===== src/rtl/ctrl_pipe_pkg.sv =====
// ctrl_pkg: shared encodings for the RV32I control pipeline.
//   ALU op codes, branch one-hot bit indices, load_store and immsel codes,
//   the packed control word carried E->W, and the load-use hit helper.
// Optional feature macro used by the decoder: RV32M_EN.
package ctrl_pkg;

  localparam int ALU_W = 5;

  localparam logic [ALU_W-1:0] ALU_NOP   = 5'd0;
  localparam logic [ALU_W-1:0] ALU_ADD   = 5'd1;
  localparam logic [ALU_W-1:0] ALU_SUB   = 5'd2;
  localparam logic [ALU_W-1:0] ALU_SLL   = 5'd3;
  localparam logic [ALU_W-1:0] ALU_SLT   = 5'd4;
  localparam logic [ALU_W-1:0] ALU_SLTU  = 5'd5;
  localparam logic [ALU_W-1:0] ALU_XOR   = 5'd6;
  localparam logic [ALU_W-1:0] ALU_SRL   = 5'd7;
  localparam logic [ALU_W-1:0] ALU_SRA   = 5'd8;
  localparam logic [ALU_W-1:0] ALU_OR    = 5'd9;
  localparam logic [ALU_W-1:0] ALU_AND   = 5'd10;
  localparam logic [ALU_W-1:0] ALU_LUI   = 5'd11;
  localparam logic [ALU_W-1:0] ALU_AUIPC = 5'd12;
  // mul,mulh,mulhsu,mulhu,div,divu,rem,remu = ALU_MUL + funct3
  localparam logic [ALU_W-1:0] ALU_MUL   = 5'b10100;

  localparam int BR_BEQ  = 0;
  localparam int BR_BGE  = 1;
  localparam int BR_BGEU = 2;
  localparam int BR_BLT  = 3;
  localparam int BR_BLTU = 4;
  localparam int BR_BNE  = 5;
  localparam int BR_JAL  = 6;
  localparam int BR_JALR = 7;

  localparam logic [2:0] LS_LB  = 3'd0;
  localparam logic [2:0] LS_LBU = 3'd1;
  localparam logic [2:0] LS_LH  = 3'd2;
  localparam logic [2:0] LS_LHU = 3'd3;
  localparam logic [2:0] LS_LW  = 3'd4;
  localparam logic [2:0] LS_SB  = 3'd5;
  localparam logic [2:0] LS_SH  = 3'd6;
  localparam logic [2:0] LS_SW  = 3'd7;

  localparam logic [2:0] IMM_R  = 3'd0;
  localparam logic [2:0] IMM_SH = 3'd1;
  localparam logic [2:0] IMM_I  = 3'd2;
  localparam logic [2:0] IMM_S  = 3'd3;
  localparam logic [2:0] IMM_B  = 3'd4;
  localparam logic [2:0] IMM_J  = 3'd5;
  localparam logic [2:0] IMM_U  = 3'd6;

  localparam logic [6:0] OP_R     = 7'h33;
  localparam logic [6:0] OP_I     = 7'h13;
  localparam logic [6:0] OP_LD    = 7'h03;
  localparam logic [6:0] OP_ST    = 7'h23;
  localparam logic [6:0] OP_BR    = 7'h63;
  localparam logic [6:0] OP_JAL   = 7'h6F;
  localparam logic [6:0] OP_JALR  = 7'h67;
  localparam logic [6:0] OP_LUI   = 7'h37;
  localparam logic [6:0] OP_AUIPC = 7'h17;
  localparam logic [6:0] OP_FENCE = 7'h0F;

  typedef struct packed {
    logic             alusrc;
    logic             memread;
    logic             memwrite;
    logic             regwrite;
    logic             regsrc;     // 1: W result comes from memory
    logic [ALU_W-1:0] alucontrol;
    logic [2:0]       load_store;
    logic [7:0]       branch;
    logic [4:0]       rd;         // 0 whenever regwrite=0
  } ctrl_word_t;

  typedef struct packed {
    logic       valid;
    ctrl_word_t w;
  } stage_t;

  // A load sitting in stage s whose destination is read by the D instruction.
  function automatic logic load_hit(stage_t s, logic [4:0] rs1, logic [4:0] rs2,
                                    logic use1, logic use2);
    return s.valid && s.w.memread && (s.w.rd != 5'd0) &&
           ((use1 && (s.w.rd == rs1)) || (use2 && (s.w.rd == rs2)));
  endfunction

endpackage


===== src/rtl/ctrl_pipe_if.sv =====
// ctrl_pipe_if: D-stage inputs, flush controls and per-stage control outputs
// of the control pipeline.
//   master: instruction source / hazard+datapath side (drives instr, redirect, error)
//   slave : ctrl_pipe
interface ctrl_pipe_if #(parameter int ALUOP_W = 5);
  logic [31:0]        instr_d;
  logic               instr_valid_d;
  logic               redirect;
  logic               error;

  logic [2:0]         immsel_d;
  logic               illegal_d;
  logic               stall_d;

  logic               alusrc_e, memread_e, regwrite_e, valid_e;
  logic [ALUOP_W-1:0] alucontrol_e;
  logic [4:0]         rd_e;

  logic               memread_m, memwrite_m, regwrite_m, valid_m;
  logic [2:0]         load_store_m;
  logic [7:0]         branch_m;
  logic [4:0]         rd_m;

  logic               regsrc_w, regwrite_w, valid_w;
  logic [4:0]         rd_w;

  modport master (
    output instr_d, instr_valid_d, redirect, error,
    input  immsel_d, illegal_d, stall_d,
           alusrc_e, memread_e, regwrite_e, valid_e, alucontrol_e, rd_e,
           memread_m, memwrite_m, regwrite_m, valid_m, load_store_m, branch_m, rd_m,
           regsrc_w, regwrite_w, valid_w, rd_w
  );

  modport slave (
    input  instr_d, instr_valid_d, redirect, error,
    output immsel_d, illegal_d, stall_d,
           alusrc_e, memread_e, regwrite_e, valid_e, alucontrol_e, rd_e,
           memread_m, memwrite_m, regwrite_m, valid_m, load_store_m, branch_m, rd_m,
           regsrc_w, regwrite_w, valid_w, rd_w
  );
endinterface


===== src/rtl/ctrl_pipe_decode.sv =====
// ctrl_decode: combinational RV32I decoder.
//   instr   in  32  instruction word
//   word    out     control word (all-zero when illegal)
//   immsel  out 3   immediate format (0 when illegal)
//   illegal out 1   encoding not recognised
//   use_rs1/use_rs2 out 1  format actually reads rs1/rs2 (gates hazard compare)
// RV32M_EN defined: op 0x33 / funct7 0000001 decodes the M extension.
module ctrl_decode
  import ctrl_pkg::*;
(
  input  logic [31:0] instr,
  output ctrl_word_t  word,
  output logic [2:0]  immsel,
  output logic        illegal,
  output logic        use_rs1,
  output logic        use_rs2
);

  logic [6:0] op, f7;
  logic [2:0] f3;
  logic [4:0] rd;
  logic [9:0] rs_unused;

  assign op = instr[6:0];
  assign rd = instr[11:7];
  assign f3 = instr[14:12];
  assign f7 = instr[31:25];
  // register indices are compared in the top; keep them visibly consumed here
  assign rs_unused = instr[24:15];

  always_comb begin
    word    = '0;
    immsel  = IMM_R;
    illegal = 1'b0;
    use_rs1 = 1'b0;
    use_rs2 = 1'b0;
    case (op)
      OP_R: begin
        use_rs1 = 1'b1; use_rs2 = 1'b1; word.regwrite = 1'b1;
        case (f7)
          7'b0000000:
            case (f3)
              3'd0: word.alucontrol = ALU_ADD;
              3'd1: word.alucontrol = ALU_SLL;
              3'd2: word.alucontrol = ALU_SLT;
              3'd3: word.alucontrol = ALU_SLTU;
              3'd4: word.alucontrol = ALU_XOR;
              3'd5: word.alucontrol = ALU_SRL;
              3'd6: word.alucontrol = ALU_OR;
              default: word.alucontrol = ALU_AND;
            endcase
          7'b0100000:
            case (f3)
              3'd0: word.alucontrol = ALU_SUB;
              3'd5: word.alucontrol = ALU_SRA;
              default: illegal = 1'b1;
            endcase
`ifdef RV32M_EN
          7'b0000001: word.alucontrol = ALU_MUL + {2'b00, f3};
`endif
          default: illegal = 1'b1;
        endcase
      end
      OP_I: begin
        use_rs1 = 1'b1; word.regwrite = 1'b1; word.alusrc = 1'b1; immsel = IMM_I;
        case (f3)
          3'd0: word.alucontrol = ALU_ADD;
          3'd2: word.alucontrol = ALU_SLT;
          3'd3: word.alucontrol = ALU_SLTU;
          3'd4: word.alucontrol = ALU_XOR;
          3'd6: word.alucontrol = ALU_OR;
          3'd7: word.alucontrol = ALU_AND;
          3'd1: begin
            immsel = IMM_SH;
            if (f7 == 7'b0000000) word.alucontrol = ALU_SLL;
            else                  illegal = 1'b1;
          end
          default: begin
            immsel = IMM_SH;
            if      (f7 == 7'b0000000) word.alucontrol = ALU_SRL;
            else if (f7 == 7'b0100000) word.alucontrol = ALU_SRA;
            else                       illegal = 1'b1;
          end
        endcase
      end
      OP_LD: begin
        use_rs1 = 1'b1; immsel = IMM_I; word.alucontrol = ALU_ADD;
        word.memread = 1'b1; word.regwrite = 1'b1; word.regsrc = 1'b1; word.alusrc = 1'b1;
        case (f3)
          3'd0: word.load_store = LS_LB;
          3'd1: word.load_store = LS_LH;
          3'd2: word.load_store = LS_LW;
          3'd4: word.load_store = LS_LBU;
          3'd5: word.load_store = LS_LHU;
          default: illegal = 1'b1;
        endcase
      end
      OP_ST: begin
        use_rs1 = 1'b1; use_rs2 = 1'b1; immsel = IMM_S; word.alucontrol = ALU_ADD;
        word.memwrite = 1'b1; word.alusrc = 1'b1;
        case (f3)
          3'd0: word.load_store = LS_SB;
          3'd1: word.load_store = LS_SH;
          3'd2: word.load_store = LS_SW;
          default: illegal = 1'b1;
        endcase
      end
      OP_BR: begin
        use_rs1 = 1'b1; use_rs2 = 1'b1; immsel = IMM_B; word.alucontrol = ALU_SUB;
        case (f3)
          3'd0: word.branch[BR_BEQ]  = 1'b1;
          3'd1: word.branch[BR_BNE]  = 1'b1;
          3'd4: word.branch[BR_BLT]  = 1'b1;
          3'd5: word.branch[BR_BGE]  = 1'b1;
          3'd6: word.branch[BR_BLTU] = 1'b1;
          3'd7: word.branch[BR_BGEU] = 1'b1;
          default: illegal = 1'b1;
        endcase
      end
      OP_JAL: begin
        immsel = IMM_J; word.alucontrol = ALU_ADD; word.regwrite = 1'b1;
        word.branch[BR_JAL] = 1'b1;
      end
      OP_JALR: begin
        use_rs1 = 1'b1; immsel = IMM_I; word.alucontrol = ALU_ADD;
        word.regwrite = 1'b1; word.alusrc = 1'b1; word.branch[BR_JALR] = 1'b1;
        if (f3 != 3'd0) illegal = 1'b1;
      end
      OP_LUI: begin
        immsel = IMM_U; word.alucontrol = ALU_LUI; word.regwrite = 1'b1; word.alusrc = 1'b1;
      end
      OP_AUIPC: begin
        immsel = IMM_U; word.alucontrol = ALU_AUIPC; word.regwrite = 1'b1; word.alusrc = 1'b1;
      end
      // fence carries no datapath control: a valid, empty word
      OP_FENCE: if (f3 != 3'd0) illegal = 1'b1;
      default: illegal = 1'b1;
    endcase

    word.rd = word.regwrite ? rd : 5'd0;

    if (illegal) begin
      word    = '0;
      immsel  = IMM_R;
      use_rs1 = 1'b0;
      use_rs2 = 1'b0;
    end
  end

endmodule


===== src/rtl/ctrl_pipe.sv =====
// ctrl_pipe: RV32I control pipeline D -> E -> M1[..M2] -> W.
//   clk, rst_n : rising-edge clock, async active-low reset
//   bus        : ctrl_pipe_if.slave (instr_d/instr_valid_d/redirect/error in;
//                immsel_d/illegal_d/stall_d combinational; *_e, *_m (M1 tap), *_w registered)
// Params: XLEN (must be 32), MEM_LAT (1 or 2 memory stages), ALUOP_W (alucontrol width).
// Optional feature macro: RV32M_EN (M-extension decode, see ctrl_decode).
// Flush priority error > redirect > stall. W always advances.
module ctrl_pipe
  import ctrl_pkg::*;
#(
  parameter int XLEN    = 32,
  parameter int MEM_LAT = 1,
  parameter int ALUOP_W = 5
) (
  input  logic        clk,
  input  logic        rst_n,
  ctrl_pipe_if.slave  bus
);

  localparam int NST   = MEM_LAT + 2;  // E, M1..M_last, W
  localparam int W_IDX = MEM_LAT + 1;

  if (XLEN != 32 || MEM_LAT < 1 || MEM_LAT > 2 || ALUOP_W < ALU_W) begin : g_param_chk
    $error("ctrl_pipe: XLEN must be 32, MEM_LAT 1..2, ALUOP_W >= 5");
  end

  ctrl_word_t dec_word;
  logic [2:0] dec_immsel;
  logic       dec_illegal, use_rs1, use_rs2;
  logic       dec_ok, hit_e, hit_m1, stall;

  ctrl_decode u_dec (
    .instr   (bus.instr_d),
    .word    (dec_word),
    .immsel  (dec_immsel),
    .illegal (dec_illegal),
    .use_rs1 (use_rs1),
    .use_rs2 (use_rs2)
  );

  assign dec_ok        = bus.instr_valid_d & ~dec_illegal;
  assign bus.immsel_d  = dec_immsel;
  assign bus.illegal_d = bus.instr_valid_d & dec_illegal;

  // load-use: the consumer must sit in D while its load is still short of W-forwarding
  assign hit_e  = load_hit(g_stage[0].q, bus.instr_d[19:15], bus.instr_d[24:20],
                           use_rs1, use_rs2);
  assign hit_m1 = (MEM_LAT == 2) ? load_hit(g_stage[1].q, bus.instr_d[19:15],
                                            bus.instr_d[24:20], use_rs1, use_rs2)
                                 : 1'b0;
  // a flush discards D anyway, so holding it would only lose a cycle
  assign stall       = dec_ok & (hit_e | hit_m1) & ~bus.redirect & ~bus.error;
  assign bus.stall_d = stall;

  for (genvar i = 0; i < NST; i++) begin : g_stage
    stage_t q, d;
    logic   clr;

    if (i == 0) begin : g_e
      assign d.valid = dec_ok;
      assign d.w     = dec_ok ? dec_word : '0;
      assign clr     = stall | bus.redirect | bus.error;
    end else begin : g_fwd
      assign d   = g_stage[i-1].q;
      assign clr = (i == W_IDX) ? 1'b0
                 : (i == 1)     ? (bus.redirect | bus.error)
                 :                bus.error;
    end

    always_ff @(posedge clk or negedge rst_n) begin
      if (!rst_n)   q <= '0;
      else if (clr) q <= '0;
      else          q <= d;
    end
  end

  stage_t e_q, m_q, w_q;
  assign e_q = g_stage[0].q;
  assign m_q = g_stage[1].q;
  assign w_q = g_stage[W_IDX].q;

  assign bus.alusrc_e     = e_q.w.alusrc;
  assign bus.memread_e    = e_q.w.memread;
  assign bus.regwrite_e   = e_q.w.regwrite;
  assign bus.alucontrol_e = ALUOP_W'(e_q.w.alucontrol);
  assign bus.rd_e         = e_q.w.rd;
  assign bus.valid_e      = e_q.valid;

  assign bus.memread_m    = m_q.w.memread;
  assign bus.memwrite_m   = m_q.w.memwrite;
  assign bus.regwrite_m   = m_q.w.regwrite;
  assign bus.load_store_m = m_q.w.load_store;
  assign bus.branch_m     = m_q.w.branch;
  assign bus.rd_m         = m_q.w.rd;
  assign bus.valid_m      = m_q.valid;

  assign bus.regsrc_w     = w_q.w.regsrc;
  assign bus.regwrite_w   = w_q.w.regwrite;
  assign bus.rd_w         = w_q.w.rd;
  assign bus.valid_w      = w_q.valid;

  // W needs only writeback fields; the rest of the word ends here
  logic unused_w;
  assign unused_w = ^{w_q.w.alusrc, w_q.w.memread, w_q.w.memwrite, w_q.w.alucontrol,
                      w_q.w.load_store, w_q.w.branch, e_q.w.memwrite, e_q.w.regsrc,
                      e_q.w.load_store, e_q.w.branch, m_q.w.alusrc, m_q.w.regsrc,
                      m_q.w.alucontrol};

endmodule


===== src/flat_wrapper.sv =====
// flat-port wrapper written by rule: the top's interface ports become plain ports
module ctrl_pipe_flat import ctrl_pkg::*;
#(
  parameter int XLEN    = 32,
  parameter int MEM_LAT = 1,
  parameter int ALUOP_W = 5
)
  (clk, rst_n, bus_instr_d, bus_instr_valid_d, bus_redirect, bus_error, bus_immsel_d, bus_illegal_d, bus_stall_d, bus_alusrc_e, bus_memread_e, bus_regwrite_e, bus_valid_e, bus_alucontrol_e, bus_rd_e, bus_memread_m, bus_memwrite_m, bus_regwrite_m, bus_valid_m, bus_load_store_m, bus_branch_m, bus_rd_m, bus_regsrc_w, bus_regwrite_w, bus_valid_w, bus_rd_w);
  ctrl_pipe_if #(.ALUOP_W(ALUOP_W)) bus_i ();
  input  logic clk;
  input  logic rst_n;
  input wire logic [$bits(bus_i.instr_d)-1:0] bus_instr_d;
  input wire logic [$bits(bus_i.instr_valid_d)-1:0] bus_instr_valid_d;
  input wire logic [$bits(bus_i.redirect)-1:0] bus_redirect;
  input wire logic [$bits(bus_i.error)-1:0] bus_error;
  output wire logic [$bits(bus_i.immsel_d)-1:0] bus_immsel_d;
  output wire logic [$bits(bus_i.illegal_d)-1:0] bus_illegal_d;
  output wire logic [$bits(bus_i.stall_d)-1:0] bus_stall_d;
  output wire logic [$bits(bus_i.alusrc_e)-1:0] bus_alusrc_e;
  output wire logic [$bits(bus_i.memread_e)-1:0] bus_memread_e;
  output wire logic [$bits(bus_i.regwrite_e)-1:0] bus_regwrite_e;
  output wire logic [$bits(bus_i.valid_e)-1:0] bus_valid_e;
  output wire logic [$bits(bus_i.alucontrol_e)-1:0] bus_alucontrol_e;
  output wire logic [$bits(bus_i.rd_e)-1:0] bus_rd_e;
  output wire logic [$bits(bus_i.memread_m)-1:0] bus_memread_m;
  output wire logic [$bits(bus_i.memwrite_m)-1:0] bus_memwrite_m;
  output wire logic [$bits(bus_i.regwrite_m)-1:0] bus_regwrite_m;
  output wire logic [$bits(bus_i.valid_m)-1:0] bus_valid_m;
  output wire logic [$bits(bus_i.load_store_m)-1:0] bus_load_store_m;
  output wire logic [$bits(bus_i.branch_m)-1:0] bus_branch_m;
  output wire logic [$bits(bus_i.rd_m)-1:0] bus_rd_m;
  output wire logic [$bits(bus_i.regsrc_w)-1:0] bus_regsrc_w;
  output wire logic [$bits(bus_i.regwrite_w)-1:0] bus_regwrite_w;
  output wire logic [$bits(bus_i.valid_w)-1:0] bus_valid_w;
  output wire logic [$bits(bus_i.rd_w)-1:0] bus_rd_w;
  assign bus_i.instr_d = bus_instr_d;
  assign bus_i.instr_valid_d = bus_instr_valid_d;
  assign bus_i.redirect = bus_redirect;
  assign bus_i.error = bus_error;
  assign bus_immsel_d = bus_i.immsel_d;
  assign bus_illegal_d = bus_i.illegal_d;
  assign bus_stall_d = bus_i.stall_d;
  assign bus_alusrc_e = bus_i.alusrc_e;
  assign bus_memread_e = bus_i.memread_e;
  assign bus_regwrite_e = bus_i.regwrite_e;
  assign bus_valid_e = bus_i.valid_e;
  assign bus_alucontrol_e = bus_i.alucontrol_e;
  assign bus_rd_e = bus_i.rd_e;
  assign bus_memread_m = bus_i.memread_m;
  assign bus_memwrite_m = bus_i.memwrite_m;
  assign bus_regwrite_m = bus_i.regwrite_m;
  assign bus_valid_m = bus_i.valid_m;
  assign bus_load_store_m = bus_i.load_store_m;
  assign bus_branch_m = bus_i.branch_m;
  assign bus_rd_m = bus_i.rd_m;
  assign bus_regsrc_w = bus_i.regsrc_w;
  assign bus_regwrite_w = bus_i.regwrite_w;
  assign bus_valid_w = bus_i.valid_w;
  assign bus_rd_w = bus_i.rd_w;
  ctrl_pipe #(.XLEN(XLEN), .MEM_LAT(MEM_LAT), .ALUOP_W(ALUOP_W)) u_core (.clk(clk), .rst_n(rst_n), .bus(bus_i));
endmodule

===== config.mk =====
export PLATFORM = sky130hd
export DESIGN_NAME = ctrl_pipe_flat
export DESIGN_NICKNAME = d
export VERILOG_FILES = /design/src/rtl/ctrl_pipe_pkg.sv /design/src/rtl/ctrl_pipe_if.sv /design/src/rtl/ctrl_pipe_decode.sv /design/src/rtl/ctrl_pipe.sv /design/src/flat_wrapper.sv
export SDC_FILE = /design/constraint.sdc
export NUM_CORES = 1
export LEC_CHECK = 0
export ABC_AREA = 1
export CAP_MARGIN = 10
export CORE_MARGIN = 10
export CORE_UTILIZATION = 53
export CTS_CLUSTER_DIAMETER = 100
export DETAILED_ROUTE_END_ITERATION = 8
export DONT_BUFFER_PORTS = 1
export GPL_ROUTABILITY_DRIVEN = 0
export PLACE_DENSITY = 0.68
export SLEW_MARGIN = 20
export SYNTH_ARGS = -nofsm -noshare
export SYNTH_HDL_FRONTEND = slang
export SYNTH_SLANG_ARGS = --single-unit

===== constraint.sdc =====
create_clock -name clk -period 2.6 [get_ports clk]
set_input_delay 0.39 -clock clk [delete_from_list [all_inputs] [get_ports clk]]
set_output_delay 0.39 -clock clk [all_outputs]
set_load 0.02 [all_outputs]

==> metrics <==
status=finished clean; static leakage=1.39 nW; Slew Viols, Final=0; register area share after synthesis=0.505; Synth top area share=0.505; setup bufs post-CTS=0; syn_nets=356; initial antenna violation count=0; Mapped Cells=319; hold_sp=bus_instr_d[8]; clock root buffer=clkbuf_8; Final Setup Violations=0; Core Util, Final=0.583; DRC=0; R2R Path End=u_core.bus.valid_e$_DFF_PN0_; DR iter-0 viols=about 110; Clock Latency Late Sink=0.30 ns; Hold Vio Cnt, Final=0; crit share post-route=0.873; r2r startpoint=u_core.bus.rd_e[1]$_DFF_PN0_; Rows=25; Syn Std Cell Area=2630 sq um; CTS tree=done; Antenna Cells=0; total CTS buffers=5; vias in the first global route=1,847; Routed WL=5550 um; fraction of registers with async set/reset=1.00; core box area=4750 sq um; ratio of cells with drive above 1 in the final layout=0.138; Max Freq=441 MHz; Via-to-Cell Ratio=slightly below 5; post-place setup slack=between 0.4 and 0.5 ns; hold endpoint=u_core.bus.rd_e[1]$_DFF_PN0_; Setup Skew=~0.0046 ns; largest net degree at the start of global routing=54; top_reg_cell synth=dfrtp_1; Tot GR Track Use=0.136; worst hold-check path type=in2reg; drt wl/cell=14.4 um; placed cells=376; hold slack=between 0.15 and 0.2 ns; CP Data Arrival Time=1.88 ns; slew margin rel.=0.627; TNS Setup=0 ns; cell taking the most area after synthesis=dfrtp_1; max-cap violation count=0; synth unique cells=31; most frequent cell after synthesis=nor2_1; EDFF count, synth=0; Critical Path RT=2.21 ns; CTS sink count=53; DP HPWL=4470 um; port buffer count=0; top post-synthesis cells by count=61 x nor2_1, 53 x dfrtp_1, 52 x inv_1, 48 x nand2_1, 20 x nand3_1; DIE HEIGHT=between 90 and 100 um; Avg Cell Area, Syn=~8.2 sq um; Clock Tree Buf Depth=2; clk slew on worst S/H paths=about 0.09 ns; CP startpoint kind=flop; Layout area overhead=5.43%; RSZ-0062 raised after global routing=no; Power Density=just under 500 nW/um^2; Critical Path End Type=output pin; worst slew pin tran=0.559 ns; worst-path fanout max=5; fin worst setup slack=about 0.33 ns; VDD IR max=0.217 mV; Area contributors post-synth=dfrtp_1 50%, nor2_1 8.7%, inv_1 7.4%, nand2_1 6.9%, nand3_1 3.8%; fin cells=just under 400; total grt overflow=0; post-CTS resize count=0; Pre-antenna DRT Iters=4; fin crit period=2.27 ns; layout net count=roughly 360; crit path kind=reg2out; reg-to-reg slack, setup=roughly 1 ns; Synth warnings=0; Synth Register Bits=53; cts hold-fix bufs=2; Die ar.=8170 sq um; first-pass GRT wire length=9250 um; Fillers=434; Final ANT Viol Nets=0; chip width=between 90 and 100 um; num ports=84; Vias=1,882; Hold Path Depth=2; R2R depth=7; Initial Utilization=0.553; H-tree levels=2
[per-stage QoR]
| stage | power, W | area [sq um] |
|---|---|---|
| floorplan | 0.000911 | 2630 |
| global placement | 0.000917 | 2640 |
| detailed placement | 0.000917 | 2640 |
| CTS | 0.00139 | 2770 |
| global route | 0.00144 | 2770 |
| finish | 0.00137 | 2770 |
[layer usage]
metal	share of wire	global-route usage	vias up
met2	0.47	0.215	90
met4	0.021	0.0517	0
met3	0.10	0.0515	11
li1	-	-	949
met1	0.41	0.165	832
met5	0	0	-
[power by group]
part / internal [W] / switching (W) / leakage (nW)
logic: 0.0000286 / 0.0000695 / 0.609
clock network: 0.000191 / 0.000258 / 0.0445
registers: 0.000824 / 0.000000698 / 0.741
[layout by cell type (no fill, tap or decap), types with 2 or more instances in the layout]
cell      synthesis  final
nor3_1            6      6
xnor2_1           4      4
inv_2             7      7
nand2_2           3      3
buf_4            10      4
o21ai_0           4      4
a31oi_1           4      4
inv_1            52     52
nand2_1          48     48
nand4_1           2      2
nor2_4            2      2
dfrtp_1          53     53
nand3_4           3      3
nand3_1          20     20
nor2_1           61     61
clkbuf_8          0      5
xor2_1            6      6
nor2_2           12     12
a21oi_1           8      8
[registers in the layout, summed over array words and instances, names as in the netlist]
register / cells
u_core.bus.alucontrol_e: 4
u_core.bus.alusrc_e: 1
u_core.bus.branch_m: 8
u_core.bus.load_store_m: 3
u_core.bus.memread_e: 1
u_core.bus.memread_m: 1
u_core.bus.memwrite_m: 1
u_core.bus.rd_e: 5
u_core.bus.rd_m: 5
u_core.bus.rd_w: 5
u_core.bus.regsrc_w: 1
u_core.bus.regwrite_e: 1
u_core.bus.regwrite_m: 1
u_core.bus.regwrite_w: 1
u_core.bus.valid_e: 1
u_core.bus.valid_m: 1
u_core.bus.valid_w: 1
u_core.e_q: 12
[logic make-up (layout without fill, tap and decap cells)]
family | Yosys count | count (layout) | synth area share
buf+inv | 73 | 73 | 0.122
compound gates | 19 | 19 | 0.0410
xor+xnor | 10 | 10 | 0.0333
other cells | 1 | 1 | 0.00143
flops | 53 | 53 | 0.505
simple gates | 163 | 163 | 0.298
[worst max-delay path by stage]
stage / startpoint / endpoint / slack (ns)
6_report: u_core.bus.rd_e[1]$_DFF_PN0_ / bus_stall_d / 0.33
4_1_cts: u_core.bus.rd_e[0]$_DFF_PN0_ / bus_stall_d / 0.29
3_5_place_dp: bus_instr_d[1] / bus_immsel_d[0] / 0.48
2_1_floorplan: bus_instr_d[1] / bus_stall_d / 0.51
3_3_place_gp: bus_instr_d[6] / bus_immsel_d[0] / 0.52
5_1_grt: u_core.bus.rd_e[0]$_DFF_PN0_ / bus_stall_d / 0.23
[cell type report]
| type | instances | area [sq um] | share of cell area |
|---|---|---|---|
| sequential | 53 | 1330 | 0.479 |
| multi-input combinational | 193 | 981 | 0.354 |
| inverter | 59 | 221 | 0.0799 |
| tap | 67 | 83.8 | 0.0303 |
| clock buffer | 5 | 68.8 | 0.0248 |
| timing repair buffer | 6 | 67.6 | 0.0244 |
| clock inverter | 3 | 21.3 | 0.00768 |
[critical path, stage by stage (launching register included)]
cell     delay, ns
dfrtp_1       0.55
inv_1         0.10
nand3_1       0.10
nand3_1       0.08
a31oi_1       0.20
nand2_2       0.18
nor3_1        0.18
buf_4         0.18
(Power assumes the default switching activity.)
